## config.mk

```make
export PLATFORM = sky130hd
export DESIGN_NAME = pipe_height_gen
export DESIGN_NICKNAME = d
export VERILOG_FILES = /design/src/rtl/pipe_height_gen.sv
export SDC_FILE = /design/constraint.sdc
export NUM_CORES = 1
export LEC_CHECK = 0
export BUFFER_PORTS_ARGS = -buffer_cell sky130_fd_sc_hd__buf_2
export CAP_MARGIN = 5
export CORE_AREA = 2 2 72 68
export CTS_BUF_LIST = sky130_fd_sc_hd__clkbuf_16
export DETAILED_ROUTE_END_ITERATION = 8
export DIE_AREA = 0 0 74 70
export GPL_TIMING_DRIVEN = 0
export PLACE_DENSITY = 0.8
export SYNTH_ARGS = -nofsm -noshare
export SYNTH_HDL_FRONTEND = slang
export SYNTH_SLANG_ARGS = --single-unit
```

## constraint.sdc

```tcl
create_clock -name clk -period 5.5 [get_ports clk]
set_clock_uncertainty 0.15 [all_clocks]
set_input_delay 0.275 -clock clk [delete_from_list [all_inputs] [get_ports clk]]
set_output_delay 0.275 -clock clk [all_outputs]
set_load 0.01 [all_outputs]
```

## src/rtl/pipe_height_gen.sv

```systemverilog
// -----------------------------------------------------------------------------
// pipe_height_gen
//
// Produces the gap coordinates for a respawning pipe obstacle. Each accepted
// request picks an entry from a linear height table (Y_MIN + i*Y_STEP). The
// entry is either the next one in round-robin order or the one named by the
// low bits of a free-running LFSR. The new top edge is limited to within
// MAX_DELTA of the previous pipe, and the top/bottom edges are returned with a
// one-cycle valid strobe.
//
// Build option: define PIPE_RANDOM_EN for LFSR-based selection. In that build
// seed_ld/seed reload the LFSR. Without it, selection is round-robin and
// seed_ld/seed are ignored.
//
// Ports
//   clk      in   system clock, rising edge
//   rst_n    in   asynchronous active-low reset
//   req      in   request the next pipe (sampled only when idle)
//   seed_ld  in   load LFSR from seed (random build only)
//   seed     in   LFSR seed; zero is replaced by 16'hACE1
//   y_top    out  top edge of the gap, registered
//   y_bot    out  bottom edge of the gap (y_top + GAP), registered
//   valid    out  one-cycle strobe, y_top/y_bot updated in the same cycle
//   busy     out  high while a request is in LOOKUP or CLAMP
// -----------------------------------------------------------------------------
module pipe_height_gen #(
  parameter int Y_W       = 10,
  parameter int DEPTH     = 4,
  parameter int Y_MIN     = 100,
  parameter int Y_STEP    = 50,
  parameter int GAP       = 120,
  parameter int SCREEN_H  = 480,
  parameter int MAX_DELTA = 100
) (
  input  logic           clk,
  input  logic           rst_n,
  input  logic           req,
  input  logic           seed_ld,
  input  logic [15:0]    seed,
  output logic [Y_W-1:0] y_top,
  output logic [Y_W-1:0] y_bot,
  output logic           valid,
  output logic           busy
);

  localparam int             IDX_W    = $clog2(DEPTH);
  localparam logic [15:0]    LFSR_RST = 16'hACE1;
  localparam logic [Y_W-1:0] Y_MIN_W  = Y_W'(Y_MIN);
  localparam logic [Y_W-1:0] GAP_W    = Y_W'(GAP);
  localparam logic [Y_W:0]   MD_X     = (Y_W+1)'(MAX_DELTA);

  // Elaboration-time sanity checks on the table geometry.
  if (Y_MIN + (DEPTH - 1) * Y_STEP + GAP > SCREEN_H) begin : g_screen_chk
    $error("pipe_height_gen: lowest gap bottom exceeds SCREEN_H");
  end
  if (DEPTH < 2 || (DEPTH & (DEPTH - 1)) != 0) begin : g_depth_chk
    $error("pipe_height_gen: DEPTH must be a power of two >= 2");
  end

  typedef enum logic [1:0] {
    S_IDLE,
    S_LOOKUP,
    S_CLAMP
  } state_e;

  state_e           state_q, state_d;
  logic [IDX_W-1:0] idx_q, idx_d;
  logic [Y_W-1:0]   entry_q, entry_d;
  logic [Y_W-1:0]   y_top_q, y_top_d;
  logic [Y_W-1:0]   y_bot_q, y_bot_d;
  logic             valid_q, valid_d;
  logic             busy_q, busy_d;
  logic [15:0]      lfsr_q, lfsr_d;
`ifndef PIPE_RANDOM_EN
  logic [IDX_W-1:0] cnt_q, cnt_d;
`endif

  // Clamp arithmetic is one bit wider than Y_W so prev + MAX_DELTA cannot wrap.
  // The previous pipe's top edge is simply the current y_top register.
  logic [Y_W:0]   e_x, p_x, hi_x, clamp_x;
  logic [Y_W-1:0] clamp_w;

  always_comb begin
    e_x  = {1'b0, entry_q};
    p_x  = {1'b0, y_top_q};
    hi_x = p_x + MD_X;
    if (MAX_DELTA != 0 && e_x > hi_x) begin
      clamp_x = hi_x;
    end else if (MAX_DELTA != 0 && (e_x + MD_X) < p_x) begin
      clamp_x = p_x - MD_X;
    end else begin
      clamp_x = e_x;
    end
    clamp_w = clamp_x[Y_W-1:0];
  end

  // NOTE: every signal gets a default at the top of the block so no path
  // leaves one unassigned, which would otherwise infer a latch.
  always_comb begin
    state_d = state_q;
    idx_d   = idx_q;
    entry_d = entry_q;
    y_top_d = y_top_q;
    y_bot_d = y_bot_q;
    valid_d = 1'b0;
    lfsr_d  = {lfsr_q[14:0], lfsr_q[15] ^ lfsr_q[13] ^ lfsr_q[12] ^ lfsr_q[10]};
`ifdef PIPE_RANDOM_EN
    // A load wins over advancing. The index below still sees the pre-load value.
    if (seed_ld) begin
      lfsr_d = (seed == 16'h0000) ? LFSR_RST : seed;
    end
`else
    cnt_d = cnt_q;
`endif

    unique case (state_q)
      S_IDLE: begin
        if (req) begin
          state_d = S_LOOKUP;
`ifdef PIPE_RANDOM_EN
          idx_d = lfsr_q[IDX_W-1:0];
`else
          idx_d = cnt_q;
          cnt_d = cnt_q + IDX_W'(1);  // DEPTH is a power of two: wraps naturally
`endif
        end
      end
      S_LOOKUP: begin
        entry_d = Y_W'(Y_MIN + int'(idx_q) * Y_STEP);
        state_d = S_CLAMP;
      end
      S_CLAMP: begin
        y_top_d = clamp_w;
        y_bot_d = clamp_w + GAP_W;
        valid_d = 1'b1;
        state_d = S_IDLE;
      end
      default: state_d = S_IDLE;
    endcase

    busy_d = (state_d != S_IDLE);
  end

  // NOTE: state is updated with non-blocking assignments so every flop samples
  // the values from before this edge, independent of statement order.
  always_ff @(posedge clk or negedge rst_n) begin
    if (!rst_n) begin
      state_q <= S_IDLE;
      idx_q   <= '0;
      entry_q <= Y_MIN_W;
      y_top_q <= Y_MIN_W;
      y_bot_q <= Y_MIN_W + GAP_W;
      valid_q <= 1'b0;
      busy_q  <= 1'b0;
      lfsr_q  <= LFSR_RST;
`ifndef PIPE_RANDOM_EN
      cnt_q   <= '0;
`endif
    end else begin
      state_q <= state_d;
      idx_q   <= idx_d;
      entry_q <= entry_d;
      y_top_q <= y_top_d;
      y_bot_q <= y_bot_d;
      valid_q <= valid_d;
      busy_q  <= busy_d;
      lfsr_q  <= lfsr_d;
`ifndef PIPE_RANDOM_EN
      cnt_q   <= cnt_d;
`endif
    end
  end

  assign y_top = y_top_q;
  assign y_bot = y_bot_q;
  assign valid = valid_q;
  assign busy  = busy_q;

  // The clamp never leaves [Y_MIN, max entry], so the carry bit is never
  // needed downstream. The seed inputs only matter in the random build.
  logic unused_sink;
`ifdef PIPE_RANDOM_EN
  assign unused_sink = clamp_x[Y_W];
`else
  assign unused_sink = ^{clamp_x[Y_W], seed_ld, seed};
`endif

endmodule

```

# Yosys cells after proc, flatten, opt, wreduce, memory -nomap -nowiden
# Index checks and enable logic that the tools add are counted.
totals:
  reg_bits: 38
  latch_bits: 0
  ram_bits: 0
  mem_bits_ro: 0
  inputBits: 20
  n_memories: 0
op_classes:
  add_sub_neg: 6
  multipliers: 1
  n_div: 0
  magnitude_cmp: 2
  eq_ne: 2
  shifts: 0
  muxes: 5
  bitwise_logic: 0
  n_reduce_logical: 3
op_table:
  columns: ["operator", "n"]
  rows:
  - ["$add A10 B7 Y11 const B", 2]
  - ["$mux W10", 2]
  - ["$gt A10 B11 Y1", 1]
  - ["$lt A11 B10 Y1", 1]
  - ["$add A10 B7 Y10 const B", 1]
  - ["$sub A10 B7 Y10 const B", 1]
  - ["$add A7 B8 Y9 const A", 1]
  - ["$mul A2 B5 Y7 const B", 1]
  - ["$pmux W2 S2", 1]
  - ["$add A2 B1 Y2 const B", 1]
  - ["$eq A2 B1 Y1 const B", 1]
  - ["$eq A2 B2 Y1 const B", 1]
  - ["$logic_not A2 Y1", 1]
  - ["$mux W2", 1]
  - ["$reduce_and A2 Y1", 1]
  - ["$reduce_bool A2 Y1", 1]
  - ["$mux W1", 1]

# Depth between registers and ports, before layout
# Gate-level depths: netlist of the first run.
depth:
  depth_word: 5
  depth_mapped: 19
  mapped_depth_nobuf: 19

# Least setup slack after synthesis of the first run
# Ideal clock, no wire load.
synth_path:
  path_type: "register to register"
  startpoint: "register y_top_q[2] (netlist: y_top[2])"
  endpoint: "register y_bot_q[9] (netlist: y_bot[9])"
  setup_time_ps: 131
  t_arrival_ps: 3713
  required_ps: 5219
  slack_ps: 1506
  stages_incl_launch_ff: 17
  n_path_buf: 1
  period_less_slack_ps: 3994
  path_cell_list: "dfstp_2 -> ha_1 -> a211o_1 -> nand2_1 -> xnor2_1 -> ha_1 -> and4_1 -> a31oi_1 -> o211ai_2 -> a211o_1 -> buf_6 -> mux2_2 -> ha_1 -> a21boi_0 -> a2111oi_2 -> xor2_1 -> o21ai_1"
synth_between:
  elab_chain_len: 4
  elab_cells_between_ends: 7
  cone_classes: "add/sub (3); order compare (2); mux (2)"
synth_lines:
  columns: ["element", "line_no", "source"]
  rows:
  - ["start, declared", "69", "logic [Y_W-1:0] y_top_q, y_top_d;"]
  - ["start signal, assigned", "163", "y_top_q <= y_top_d;"]
  - ["$add A10 B7 Y11 (tied with other cells)", "86", "hi_x = p_x + MD_X;"]
  - ["$gt A10 B11 Y1 / $mux W10 (equally long branches)", "87, 89", null]
  - ["$mux W10 (*)", "87", "if (MAX_DELTA != 0 && e_x > hi_x) begin"]
  - ["$add A10 B7 Y10 (*)", "134", "y_bot_d = clamp_w + GAP_W;"]
  - ["end signal, assigned", "152", "y_bot_q <= Y_MIN_W + GAP_W;"]
  - ["end signal, assigned", "164", "y_bot_q <= y_bot_d;"]
  - ["end, declared", "70", "logic [Y_W-1:0] y_bot_q, y_bot_d;"]
# Every way passes the cells marked *; elsewhere a longest branch is shown, timed or not.
# A chain may end at the register's enable or synchronous reset.

# Worst setup path in the final report of the first run
layout_path:
  startpoint: "register y_top_q[2] (netlist: y_top[2])"
  endpoint: "register y_bot_q[7] (netlist: y_bot[7])"
# The elaborated chain is that of the path after synthesis.

==> impl_metrics.yaml, run 1 <==
setup_path:
  worstSetupStartpointType: "register"
  critPathMaxFanout: 10
  endpoint_kind: "register"
  cp.arrival_ps: 4530
  ff2ff_path_depth: 17
  r2r-start: "y_top[2]"
  worstPathRequired_ps: 5570
  worst-setup-path-type: "reg2reg"
  worst-r2r-setup-slack_ps: 1040
  r2r_end: "y_bot[7]"
drt:
  avgRoutedWirePerCell_um: 14.52
  avgViaCountPerCell: 5.574
  drc_errors: 0
  vias: 1990
  ant_nets: 0
  detail_route.iter0.violations: 90
  firstDrtPassIters: 5
  drt-total-wl_um: 5185
place:
  gp_congestion: 0.8687
  portBuffers: 22
  hpwlAfterDp_um: 3915
yosys:
  synthArstFlopShare_pct: 100.0
  ys_seq_elements: 31
  netlist_area_um2: 2399
  synth_flop_cell: "dfrtp_1"
  ys_types: 53
  ys_seq_area_share_pct: 32.86
  synth_enable_flop_cells: 0
  yosys_warnings: 0
  avgSynthCellArea_um2: 9.225
  syn_inst: 260
hold_path:
  min_from: "req"
  hold_end: "state_q[0]"
  hold_path.class: "in2reg"
  hold_depth: 2
clock_network:
  clock-sinks: 31
  cts.clk_slew.worst_paths_ps: 50
  cts_resized: 0
  clock_path_buffers: 2
  post-cts-setup-buffer-count: 0
  root_buffer: "clkbuf_16"
  cts_tree: "done"
  cts_hold_buf: 1
  cts_inserted_buffers: 5
  clk_latency_ps: 280
  htreeDepth: 2
grt:
  grt_max_degree: 32
  grt_util_all_layers_pct: 21.72
  grt_pass1_wl_um: 8728
  gr-total-overflow: 0
  antenna_found_initial: 0
  grt_pass1_vias: 1857
die:
  core_region_area_um2: 4534
  start_util_pct: 52.90
  die_w_um: 74
  pin_count: 42
  dieArea_um2: 5180
  die_h_um: 70
  num_rows: 24
timing:
  rsz0062_at_grt: "no"
  final.setup.tns_ps: 0
  post-route-min-period_ps: 4463
  tightest_slew_ps: 706.1
  drv_slew: 0
  final_hold_viol_count: 0
  max_slew_margin_pct: 52.83
  setup_viol: 0
  period_share_pct: 81.15
  fmax_mhz: 224.1
final_layout:
  fin_nets: 334
  multi_input_area_um2: 1475
  drive_gt1_share_pct: 21.23
  syn2layout_area_growth_pct: 14.29
  diodes: 0
  final_cell_mix: "nand2_1 (30), o21ai_0 (27), ha_1 (23), buf_2 (22), dfrtp_1 (21)"
  nFillCells: 374
  final-seq-area_um2: 788.3
  layout_commonest_cell: "nand2_1"
run_status:
  status: "finished clean"
flow_run:
  max_cap_viol_count: 0
[stage by stage]
step	hold slack [ps]	setup WS, ps	util [%]	instance area, um2	std cells
6_report	199.1	1037	60.46	2741	357
3_3_place_gp	189.5	1197	57.20	2594	348
2_1_floorplan	-170.6	1506	-	2402	261
3_5_place_dp	202.9	1092	57.20	2594	348
4_1_cts	198.9	1075	60.46	2741	357
5_1_grt	218.7	813.3	60.46	2741	357
[sequential cells by signal, summed over array words and instances, names as in the netlist]
signal and cells:
state_q 2, y_bot 7, valid 1, y_top 9, busy 1, idx_q 2
entry_q 7, cnt_q 2
[worst max-delay path: stages, from the launching register on]
cell	delay, ps
dfstp_2	650
ha_1	260
a211o_1	190
nand2_1	80
xnor2_1	220
ha_1	310
and4_1	210
a31oi_1	200
o211ai_2	170
a211o_1	300
buf_6	150
mux2i_4	190
nand2_1	90
ha_1	220
a21boi_0	360
a21oi_1	150
xnor2_1	290
mux2_2	200
[cells in the mapped netlist, drive strengths merged, types with 2 or more instances]
library cell / n / area (um2)
a2111oi: 2 / 25.02
a211o: 4 / 35.03
a21boi: 4 / 30.03
a21o: 2 / 15.01
a21oi: 12 / 60.06
a31oi: 6 / 58.80
and3: 3 / 18.77
buf: 7 / 60.06
clkbuf: 5 / 22.52
dfrtp: 21 / 525.5
dfstp: 10 / 262.8
ha: 23 / 287.8
inv: 14 / 52.55
mux2: 3 / 33.78
nand2: 30 / 112.6
nand2b: 5 / 31.28
nand3: 7 / 35.03
nor2: 12 / 45.04
nor3: 6 / 30.03
nor3b: 3 / 22.52
nor4b: 2 / 23.77
o211ai: 3 / 27.52
o21a: 3 / 22.52
o21ai: 30 / 150.1
o22ai: 2 / 12.51
or3: 5 / 31.28
xnor2: 15 / 138.9
xor2: 6 / 52.55
[kinds of logic after synthesis]
family	synth area share, %
compound gates	23.06
xor+xnor	7.981
fa+ha+maj	12.00
buf+inv	5.790
flops	32.86
mux	2.347
other cells	0.1563
simple gates	15.81
[worst max-delay path by stage]
stage | from | end | slack [ps] | cells past startpoint
2_1_floorplan | y_top[2] | y_bot[9] | 1510 | 16
3_3_place_gp | y_top[2] | y_bot[9] | 1200 | 15
3_5_place_dp | y_top[2] | y_bot[9] | 1090 | 16
4_1_cts | y_top[2] | y_bot[9] | 1070 | 16
5_1_grt | y_top[2] | y_bot[9] | 810 | 15
6_report | y_top[2] | y_bot[7] | 1040 | 17
[routing by layer]
layer  vias up  track usage, %  routed length [um]
met5         -               0                   0
met1       936           31.79                2483
met2        60           32.44                2379
li1        983               -                   -
met4         0           8.485                  88
met3        11           2.742                 233
[cell type report]
cell class                      instances  share of cell area (%)
Multi-Input combinational cell        203                   53.81
Sequential cell                        31                   28.75
Buffer                                 12                   3.012
Timing Repair Buffer                   23                   4.382
Clock inverter                          3                  0.4564
Clock buffer                            5                   4.564
Inverter                               15                   2.054
Tap cell                               65                   2.967
Power of run 1 is left out: the tool's default activity adds up to more than one toggle a clock period on the data nets, which glitch-free logic cannot reach.
==> run 2, diff against run 1 <==
--- a/config.mk
+++ b/config.mk
@@ -5,12 +5,13 @@
 export SDC_FILE = /design/constraint.sdc
 export NUM_CORES = 1
 export LEC_CHECK = 0
+export ABC_AREA = 1
 export BUFFER_PORTS_ARGS = -buffer_cell sky130_fd_sc_hd__buf_2
 export CAP_MARGIN = 5
-export CORE_AREA = 2 2 72 68
+export CORE_AREA = 2 2 72 67
 export CTS_BUF_LIST = sky130_fd_sc_hd__clkbuf_16
 export DETAILED_ROUTE_END_ITERATION = 8
-export DIE_AREA = 0 0 74 70
+export DIE_AREA = 0 0 74 69
 export GPL_TIMING_DRIVEN = 0
 export PLACE_DENSITY = 0.8
 export SYNTH_ARGS = -nofsm -noshare
==> constraint.sdc (replaced) <==
create_clock -name clk -period 4.5 [get_ports clk]
set_clock_uncertainty 0.15 [all_clocks]
set_input_delay 0.225 -clock clk [delete_from_list [all_inputs] [get_ports clk]]
set_output_delay 0.225 -clock clk [all_outputs]
set_load 0.01 [all_outputs]
==> impl_metrics.yaml, run 2 <==
run_status:
  status: "finished clean"
grt:
  grt_pass1_vias: 1943
  grt_pass1_wl_um: 8749
  gr-total-overflow: 0
  grt_max_degree: 32
  antenna_found_initial: 0
  grt_util_all_layers_pct: 22.01
clock_network:
  cts.clk_slew.worst_paths_ps: 50
  clock-sinks: 31
  htreeDepth: 2
  cts_resized: 0
  cts_inserted_buffers: 5
  clock_path_buffers: 2
  cts_tree: "done"
  clk_latency_ps: 280
  root_buffer: "clkbuf_16"
place:
  gp_congestion: 0.9540
  portBuffers: 22
  hpwlAfterDp_um: 3853
drt:
  ant_nets: 0
  wl_met3_um: 216
  dr.max_layer_used: "met4"
  met2_length_um: 2300
  avgRoutedWirePerCell_um: 12.70
  met1_length_um: 2289
  drc_errors: 0
  avgViaCountPerCell: 5.183
  drt-total-wl_um: 4928
  detail_route.iter0.violations: 101
  vias: 2011
  firstDrtPassIters: 4
timing:
  setup_viol: 0
  period_share_pct: 77.10
  max_slew_margin_pct: 54.05
  final.setup.tns_ps: 0
  post-route-min-period_ps: 3470
  fmax_mhz: 288.2
  final_hold_viol_count: 0
  drv_slew: 0
  rsz0062_at_grt: "no"
  tightest_slew_ps: 689.2
final_layout:
  fin_nets: 368
  layout_commonest_cell: "nand2_1"
  syn2layout_area_growth_pct: 14.45
  drive_gt1_share_pct: 22.09
  diodes: 0
  largest_reg_flops: 9
  final_cell_mix: "nand2_1 (66), inv_1 (37), nand3_1 (23), buf_2 (23), ha_1 (23)"
setup_path:
  critPathMaxFanout: 10
  cp.arrival_ps: 3480
  ff2ff_path_depth: 19
  worst-setup-path-type: "reg2reg"
  worstPathRequired_ps: 4510
  worstSetupStartpointType: "register"
  endpoint_kind: "register"
yosys:
  ys_top_cells_by_area: "dfrtp_1 (22%), ha_1 (12%), dfstp_2 (11%)"
  synth_enable_flop_cells: 0
  ys_seq_area_share_pct: 33.60
  netlist_area_um2: 2346
  syn_inst: 294
  synth_flop_cell: "dfrtp_1"
  yosys_warnings: 0
  ys_types: 34
  avgSynthCellArea_um2: 7.980
  ys_seq_elements: 31
  synthTopCellsByCount: "nand2_1 (66), inv_1 (35), ha_1 (23), nand3_1 (23), dfrtp_1 (21)"
  synthArstFlopShare_pct: 100.0
  yosysMostFrequentCell: "nand2_1"
  synthDominantCellAreaShare_pct: 22.40
  synth_top_area_cell: "dfrtp_1"
die:
  die_w_um: 74
  start_util_pct: 53.99
  dieArea_um2: 5106
  die_h_um: 69
  pin_count: 42
  num_rows: 23
  core_region_area_um2: 4345
hold_path:
  hold_depth: 3
  hold_path.class: "in2reg"
flow_run:
  max_cap_viol_count: 0
==> run 2: layout make-up <==
type                       count  area (um2)
buffer                        10       72.57
clock buffer                   5       125.1
clock inverter                 3       12.51
fill                         397        1660
inverter                      37       138.9
multi-input combinational    217        1350
sequential                    31       788.3
tap                           62       77.57
timing repair buffer          23       120.1
==> run 2: path summary, 6_finish.rpt <==
path	start	to	slack, ps
max	entry_q[2]	y_bot[9]	1030
min in group asynchronous	rst_n	entry_q[4]	390
max reg2reg	entry_q[2]	y_bot[9]	1030
max in group asynchronous	rst_n	y_top[3]	3360
min	req	busy	170
min reg2reg	y_bot[6]	y_bot[6]	320
==> run 2: kinds of logic after synthesis <==
family	after synthesis	share of synthesized area, %
simple gates	137	29.87
fa+ha+maj	23	12.27
xor+xnor	15	5.600
buf+inv	47	9.014
compound gates	40	9.493
other cells	1	0.1598
flops	31	33.60
==> run 2: what timing repair did <==
| action | CTS | global route |
|---|---|---|
| buffers inserted | 0 | 0 |
| endpoints found under the setup margin | 0 | 0 |
| hold buffers | 1 | 0 |
| endpoints found under the hold margin | 21 | 0 |
==> run 2: per-layer routing <==
layer / track usage [%] / up-vias
met2: 34.52 / 49
met1: 29.60 / 944
met4: 8.081 / 0
li1: - / 1006
met5: 0 / -
met3: 4.678 / 12
==> run 2: critical path: stages (launching register included) <==
cell     delay, ps
dfstp_2        580
ha_1           200
a21oi_1        100
nand2_1        100
nand2_1         60
xor2_1         150
ha_1           290
a21o_1         180
a21oi_1        220
nand3_1        180
buf_2          220
o21ai_0        150
inv_1           60
nand2_1         70
nand2_2         90
ha_1           240
nand3_2        110
nand2_1         70
nand3_1         60
nand3_1         60
==> run 2: per-stage QoR <==
stage / hold WS (ps) / cells / utilization, % / instance area, um2 / setup WS (ps)
after CTS: 183.7 / 388 / 61.79 / 2685 / 1066
after global routing: 234.1 / 388 / 61.79 / 2685 / 765.6
after global placement: 151.7 / 379 / 58.39 / 2537 / 1145
final: 174.2 / 388 / 61.79 / 2685 / 1030
after floorplan: -220.6 / 295 / - / 2350 / 1512
after detailed placement: 158.3 / 379 / 58.39 / 2537 / 1105
Power of run 2 is left out for the same reason.
